`config.mk`:
```
export PLATFORM = sky130hd
export DESIGN_NAME = adc_pack
export DESIGN_NICKNAME = d
export VERILOG_FILES = /design/src/rtl/adc_pack_pkg.sv /design/src/rtl/adc_pack_csum.sv /design/src/rtl/adc_pack.sv
export SDC_FILE = /design/constraint.sdc
export NUM_CORES = 1
export LEC_CHECK = 0
export BUFFER_PORTS_ARGS = -buffer_cell sky130_fd_sc_hd__buf_4
export CAP_MARGIN = 10
export CORE_MARGIN = 2
export CORE_UTILIZATION = 61
export CTS_CLUSTER_DIAMETER = 150
export DETAILED_ROUTE_END_ITERATION = 6
export PLACE_DENSITY_LB_ADDON = 0.25
export RECOVER_POWER = 50
export SYNTH_ARGS = -nofsm -noshare
export SYNTH_HDL_FRONTEND = slang
export SYNTH_SLANG_ARGS = --single-unit
```
`constraint.sdc`:
```
create_clock -name sys_clk -period 7.5 [get_ports sys_clk]
set_clock_uncertainty 0.1 [all_clocks]
set_input_delay 1.875 -clock sys_clk [delete_from_list [all_inputs] [get_ports sys_clk]]
set_output_delay 1.875 -clock sys_clk [all_outputs]
set_load 0.02 [all_outputs]
```
`src/rtl/adc_pack_pkg.sv`:
```
// Shared definitions for the adc_pack framing stage: state encoding,
// sync bytes, frame overhead and the header byte selector.
package adc_pack_pkg;

    typedef enum logic [7:0] {
        IDLE = 8'd0,
        HEAD = 8'd1,
        PAYL = 8'd2,
        CSUM = 8'd3,
        DONE = 8'd4
    } state_t;

    localparam logic [7:0]  PKT_SYNC0 = 8'h55;
    localparam logic [7:0]  PKT_SYNC1 = 8'hAA;
    localparam int unsigned FRAME_OVH = 7;

    // Header layout: sync0, sync1, part, seq, len[15:8], len[7:0].
    function automatic logic [7:0] hdr_byte(
        input logic [2:0]  idx,
        input logic [7:0]  s0,
        input logic [7:0]  s1,
        input logic [7:0]  prt,
        input logic [7:0]  seq,
        input logic [15:0] len
    );
        logic [7:0] b;
        case (idx)
            3'd0:    b = s0;
            3'd1:    b = s1;
            3'd2:    b = prt;
            3'd3:    b = seq;
            3'd4:    b = len[15:8];
            3'd5:    b = len[7:0];
            default: b = 8'h00;
        endcase
        return b;
    endfunction

endpackage

```
`src/rtl/adc_pack_csum.sv`:
```
// 8-bit modulo-256 checksum accumulator with synchronous clear and enable.
module pack_csum (
    input  logic       sys_clk,
    input  logic       rst,
    input  logic       i_clr,
    input  logic       i_en,
    input  logic [7:0] i_byte,
    output logic [7:0] o_sum
);

    logic [7:0] r_sum;

    always_ff @(posedge sys_clk or posedge rst) begin
        if (rst) begin
            r_sum <= '0;
        end else if (i_clr) begin
            r_sum <= '0;
        end else if (i_en) begin
            r_sum <= r_sum + i_byte;
        end
    end

    assign o_sum = r_sum;

endmodule

```
`src/rtl/adc_pack.sv`:
```
// Frames a valid/ready byte stream into sequenced, checksummed packets
// written straight into the downstream data FIFO.
module adc_pack
    import adc_pack_pkg::*;
#(
    parameter int unsigned MAX_LEN = 1465,
    parameter logic [7:0]  SYNC0   = PKT_SYNC0,
    parameter logic [7:0]  SYNC1   = PKT_SYNC1
) (
    input  logic        sys_clk,
    input  logic        rst,
    input  logic        fs,
    output logic        fd,
    output logic        err,
    input  logic [15:0] data_len,
    input  logic [7:0]  part,
    input  logic [7:0]  adc_rxd,
    input  logic        adc_rxdv,
    output logic        adc_rxrdy,
    output logic [7:0]  fifo_txd,
    output logic        fifo_txen,
    input  logic        fifo_full,
    output logic [7:0]  pkt_cnt
);

    localparam logic [15:0] LP_MAX_LEN = 16'(MAX_LEN);

    state_t      r_state;
    state_t      w_next;
    logic [2:0]  r_idx;
    logic [15:0] r_len;
    logic [15:0] r_cnt;
    logic [7:0]  r_part;
    logic [7:0]  r_seq;
    logic        r_err;

    logic        w_start_ok;
    logic        w_start_bad;
    logic        w_wr;
    logic        w_csum_en;
    logic [7:0]  w_txd;
    logic [7:0]  w_sum;

    always_ff @(posedge sys_clk or posedge rst) begin
        if (rst) begin
            r_state <= IDLE;
        end else begin
            r_state <= w_next;
        end
    end

    always_comb begin
        w_next      = r_state;
        w_wr        = 1'b0;
        w_txd       = '0;
        w_start_ok  = 1'b0;
        w_start_bad = 1'b0;
        w_csum_en   = 1'b0;
        case (r_state)
            IDLE: begin
                if (fs) begin
                    if (data_len <= LP_MAX_LEN) begin
                        w_start_ok = 1'b1;
                        w_next     = HEAD;
                    end else begin
                        w_start_bad = 1'b1;
                        w_next      = DONE;
                    end
                end
            end
            HEAD: begin
                w_wr  = ~fifo_full;
                w_txd = hdr_byte(r_idx, SYNC0, SYNC1, r_part, r_seq, r_len);
                // Sync bytes stay out of the checksum.
                w_csum_en = w_wr && (r_idx >= 3'd2);
                if (w_wr && (r_idx == 3'd5)) begin
                    w_next = (r_len == '0) ? CSUM : PAYL;
                end
            end
            PAYL: begin
                w_wr      = adc_rxdv & ~fifo_full;
                w_txd     = adc_rxd;
                w_csum_en = w_wr;
                if (w_wr && (r_cnt == 16'd1)) begin
                    w_next = CSUM;
                end
            end
            CSUM: begin
                w_wr  = ~fifo_full;
                w_txd = w_sum;
                if (w_wr) begin
                    w_next = DONE;
                end
            end
            DONE: begin
                if (!fs) begin
                    w_next = IDLE;
                end
            end
            default: w_next = IDLE;
        endcase
    end

    always_ff @(posedge sys_clk or posedge rst) begin
        if (rst) begin
            r_idx  <= '0;
            r_len  <= '0;
            r_cnt  <= '0;
            r_part <= '0;
            r_seq  <= '0;
            r_err  <= 1'b0;
        end else begin
            if (w_start_ok) begin
                r_len  <= data_len;
                r_cnt  <= data_len;
                r_part <= part;
                r_idx  <= '0;
                r_err  <= 1'b0;
            end
            if (w_start_bad) begin
                r_err <= 1'b1;
            end
            if ((r_state == HEAD) && w_wr) begin
                r_idx <= r_idx + 3'd1;
            end
            if ((r_state == PAYL) && w_wr) begin
                r_cnt <= r_cnt - 16'd1;
            end
            if ((r_state == CSUM) && w_wr) begin
                r_seq <= r_seq + 8'd1;
            end
        end
    end

    pack_csum u_csum (
        .sys_clk (sys_clk),
        .rst     (rst),
        .i_clr   (w_start_ok),
        .i_en    (w_csum_en),
        .i_byte  (w_txd),
        .o_sum   (w_sum)
    );

    assign fd        = (r_state == DONE);
    assign err       = r_err;
    assign pkt_cnt   = r_seq;
    assign adc_rxrdy = (r_state == PAYL) & ~fifo_full;
    assign fifo_txen = w_wr;
    assign fifo_txd  = w_txd;

endmodule

```
# After elaboration in Yosys (flattened, before gate mapping)
# Index checks and enable logic that the tools add are counted.
[classes] n_addsub=4 magnitude_cmp=2 n_mux=26 eq_ne=15 n_reduce_logical=15 bitwise_logic=3
[op_table] op="two-way mux 8 bit" count=7
[op_table] op="one-hot mux 8 bit (6 select lines)" count=1
[op_table] op="one-hot mux 8 bit (5 select lines)" count=1
[op_table] op="two-way mux 16 bit" count=2
[op_table] op="one-hot mux 8 bit (3 select lines)" count=1
[op_table] op="== test 16 x 1 -> 1 bit (second input constant)" count=1
[op_table] op="== test 8 x 2 -> 1 bit (second input constant)" count=2
[op_table] op="less-or-equal comparator 16 x 11 -> 1 bit (second input constant)" count=1
[op_table] op="zero test 16 bit" count=1
[op_table] op="subtractor 16 x 1 -> 16 bit (second input constant)" count=1
[op_table] op="inequality test 2 bit (second input constant)" count=5
[op_table] op="two-way mux 1 bit" count=9
[op_table] op="two-way mux 3 bit" count=3
[op_table] op="adder 8 x 1 -> 8 bit (second input constant)" count=1
[op_table] op="adder 8 bit" count=1
[op_table] op="== test 8 x 1 -> 1 bit (second input constant)" count=1
[op_table] op="== test 8 x 3 -> 1 bit (second input constant)" count=1
[op_table] op="zero test 8 bit" count=1
[op_table] op="nonzero test 2 bit" count=4
[op_table] op="== test 3 x 2 -> 1 bit (second input constant)" count=2
[op_table] op="== test 3 bit (second input constant)" count=2
[op_table] op="logical AND 1 bit" count=6
[op_table] op="AND reduction 5 bit" count=1
[op_table] op="one-hot mux 1 bit (2 select lines)" count=2
[op_table] op="other kinds (7)" count=8
[totals] inputBits=37 output_inout_bits=20 register_bits=68 elab_cells=73

# Logic depth before layout (Yosys ltp)
[logic_depth] ltp_word=6 depth_mapped=16 ltp_nobuf=15

# Cells and area by module
# Synthesis repeated with hierarchy kept, for this count alone.
[hier_totals] hier_cells=414 hier_area_um2=3734.8
[modules_own_cells] mod="adc_pack" cells_each=347 instances=1 seq_area_each_um2=1376.3 area_per_inst_um2=3086.7
[modules_own_cells] mod="pack_csum" cells_each=67 instances=1 seq_area_each_um2=200.2 area_per_inst_um2=648.1

# Least setup slack after synthesis
# OpenSTA, ideal clock, no wires.
[synth_timing] kind="input to output" from="in fifo_full" to="out fifo_txen" arrival_time_ps=2968 required_ps=5525 stages=5 slack_ps=2557 n_path_buf=2 cell_sequence="nand2b_1 -> or3_1 -> clkbuf_1 -> clkbuf_1 -> o21ai_0"
[synth_between] elab_chain_len=3
[synth_lines] item="from (decl)" line_no="adc_pack.sv:22" source="input logic fifo_full,"
[synth_lines] item="inverter 1 bit (*)" line_no="adc_pack.sv:72, adc_pack.sv:81, adc_pack.sv:89"
[synth_lines] item="bitwise AND 1 bit" line_no="adc_pack.sv:81" source="w_wr = adc_rxdv & ~fifo_full;"
[synth_lines] item="one-hot mux 1 bit (2 select lines) (*)" line_no="adc_pack.sv:59" source="case (r_state)"
[synth_lines] item="to (decl)" line_no="adc_pack.sv:21" source="output logic fifo_txen,"
# Every way passes the cells marked *; elsewhere a longest branch is shown, timed or not.

# Worst setup path after layout
# Same ends and word-level chain as after synthesis.

==> flow_summary_export.csv <==
group,metric,value,unit
pwr,powerDensity,206,nW/um2
worst_setup_path,endpoint_kind,"output pin",
sta,timing.fmax,0.197,GHz
clock_tree,cts_sinks,63,
sta,fin_crit_sh,0.675,
min_path,min_path_type,"reg2reg",
sta,setup_tns,0,ns
clock_tree,cts_tree,"built",
min_path,whs_path_depth,1,
synthesis,synth.top_cell.area_share,0.442,
routing,drt-pass1-iter-count,7,
synthesis,ys_ff_latch,63,
finish,num_antenna_cells,0,
routing,drc,0,
synthesis,synth_cell_types,48,
worst_setup_path,worstSetupPathType,"in2out",
pwr,p_leak,0.00200,uW
synthesis,synthArstFlopShare,1.00,
sta,period_needed,5.07,ns
status,run_status,"complete, but fails checks",
routing,drt_iter0_drc,351,
worst_setup_path,ff2ff_path_depth,11,
synthesis,synth_commonest_cells,"87 x nand2_1, 63 x dfrtp_1, 31 x o21ai_0, 24 x a21oi_1, 18 x nor2_1",
routing,wl,9070,um
synthesis,synthCells,407,
finish,final_util,0.753,
finish,finalInstanceArea,4200,um2
worst_setup_path,r2r_slack,3.82,ns
floorplanning,coreArea,5570,um2
sta,finalMaxSlewViolations,64,
sta,worst_slew_pin_slew,3.35,ns
status,violations,"max-capacitance violations, max-slew violations",
worst_setup_path,r2r_start,"r_state[0]",
synthesis,synth_enable_flop_cells,0,
pwr,power,865,uW
min_path,min_to,"r_cnt[12]",
synthesis,yosysSeqAreaShare,0.442,
clock_tree,clock_path_buffers,2,
sta,hold_viol_final,0,
floorplanning,die_x,80.5,um
sta,rsz0062_at_grt,"false",
floorplanning,dieArea,6470,um2
synthesis,yosysMostFrequentCell,"nand2_1",
clock_tree,root_buffer,"clkbuf_8",
grt,grt.overflow.total,0,
floorplanning,die-height,80.5,um
min_path,hold_start,"r_cnt[12]",
sta,setup_violations,0,
clock_tree,cts_buffers,9,
worst_setup_path,worstPathRequired,5.53,ns
worst_setup_path,worst-path-max-fanout,20,
placed_design,place_area,4020,um2
floorplanning,rows,27,
grt,track_usage,0.311,
routing,wire_per_inst,17.0,um
synthesis,syn-mean-instance-area,8.76,um2
placed_design,portBuffers,56,
worst_setup_path,timing.rr.end,"u_csum.o_sum[7]",
clock_tree,cts_hold_buf,0,
worst_setup_path,arrival,3.09,ns
placed_design,routabilityCongestion,0.950,
synthesis,synth_area_leaders,"dfrtp_1 44%, nand2_1 9.2%, ha_1 5.3%",
clock_tree,clock_latency,0.35,ns
worst_setup_path,startpoint_type,"input pin",
synthesis,yosysWarnings,0,
synthesis,syn_area,3570,um2
clock_tree,post-cts-setup-buffer-count,0,
finish,nNetsFinal,509,
pwr,peakVddDrop,0.123,mV
grt,grt_antenna_before_repair,0,
placed_design,hpwlAfterDp,6480,um
finish,drive_gt1_frac,0.152,
grt,grt_start_max_net_pins,64,
clock_tree,cts_resized,0,
routing,vias_per_cell,6.23,
finish,area_growth,17.7,%
synthesis,synth_fp_nets,460,
synthesis,yosysTopAreaCell,"dfrtp_1",
sta,max_slew_margin,-1.23,
floorplanning,start_util,0.640,
clock_tree,path_clk_slew,0.07,ns
grt,grt_pass1_wl,15300,um
routing,antenna_left,0,
job,drv_cap,1,
clock_tree,htree_levels,3,
synthesis,ys.flop_type,"dfrtp_1",
grt,first_global_vias,3239,
floorplanning,ios,57,
routing,vias,3312,
flip-flops by register name, indices dropped and copies added (netlist names):
signal,flops
pkt_cnt,8
r_cnt,16
u_csum.o_sum,8
r_len,16
r_state,3
r_part,8
r_idx,3
err,1
layout by cell type, fill, tap and decap left out, types with 3 or more instances in the layout:
cell,instances
a21o_1,4
a21oi_1,24
a222oi_1,5
a22oi_1,3
and2_1,9
and3_1,5
buf_4,49
clkbuf_1,9
clkbuf_8,9
dfrtp_1,63
ha_1,15
inv_1,10
mux2i_1,9
nand2_1,87
nand2b_1,4
nand3_1,16
nand4_1,5
nor2_1,18
nor3_1,11
nor3b_1,3
nor4_1,8
o211ai_1,4
o21a_1,3
o21ai_0,31
o311ai_0,3
or3_1,7
xnor2_1,10
metrics by stage:
step | std cells | hold WS, ns | setup slack (ns)
finish | 532 | 0.370 | 2.43
global route | 532 | 0.397 | 1.90
CTS | 532 | 0.380 | 2.42
detailed placement | 517 | 0.370 | 2.43
global placement | 517 | 0.358 | 2.47
floorplan | 407 | 0.338 | 2.56
layer usage:
layer  up-vias  global-route usage  share of wire
li1       1544                   -              -
met1      1598               0.408           0.43
met2       147               0.505           0.49
met3        23              0.0618          0.059
met4         0               0.127          0.028
met5         -                   0              0
worst max-delay path, cell delays in order:
cell	delay [ns]
clkbuf_1	0.10
nand2b_1	0.18
or3_1	0.60
o21ai_0	0.17
buf_4	0.17
worst max path at each step:
stage	startpoint	end	slack, ns	cells past startpoint
floorplan	fifo_full	fifo_txen	2.56	5
global placement	fifo_full	fifo_txen	2.47	5
detailed placement	fifo_full	fifo_txen	2.43	5
CTS	fifo_full	fifo_txen	2.42	5
global route	rst	u_csum.o_sum[0]	1.90	3
finish	fifo_full	fifo_txen	2.43	5
layout make-up:
| class | count | area, um2 |
|---|---|---|
| multi-input combinational | 314 | 1880 |
| sequential | 63 | 1580 |
| fill | 423 | 1380 |
| timing repair buffer | 58 | 405 |
| clock buffer | 10 | 128 |
| tap | 72 | 90.1 |
| clock inverter | 5 | 83.8 |
| inverter | 10 | 37.5 |
kinds of logic after synthesis:
group,Yosys count,share of synthesized area
AO/OA/AOI/OAI,95,0.170
XOR/XNOR,12,0.0295
adder cells (fa/ha/maj),16,0.0582
buffers and inverters,30,0.0316
flip-flops,63,0.442
multiplexers,10,0.0284
AND/OR/NAND/NOR,181,0.240
power breakdown:
| part | internal, uW | total, uW | switching [uW] | leakage [uW] |
|---|---|---|---|---|
| Combinational | 61.1 | 134 | 73.0 | 0.00106 |
| Clock | 186 | 322 | 136 | 0.0000986 |
| Sequential | 373 | 409 | 35.7 | 0.000844 |
| Total | 620 | 865 | 245 | 0.00200 |
Power figures use the tool's default switching activity.
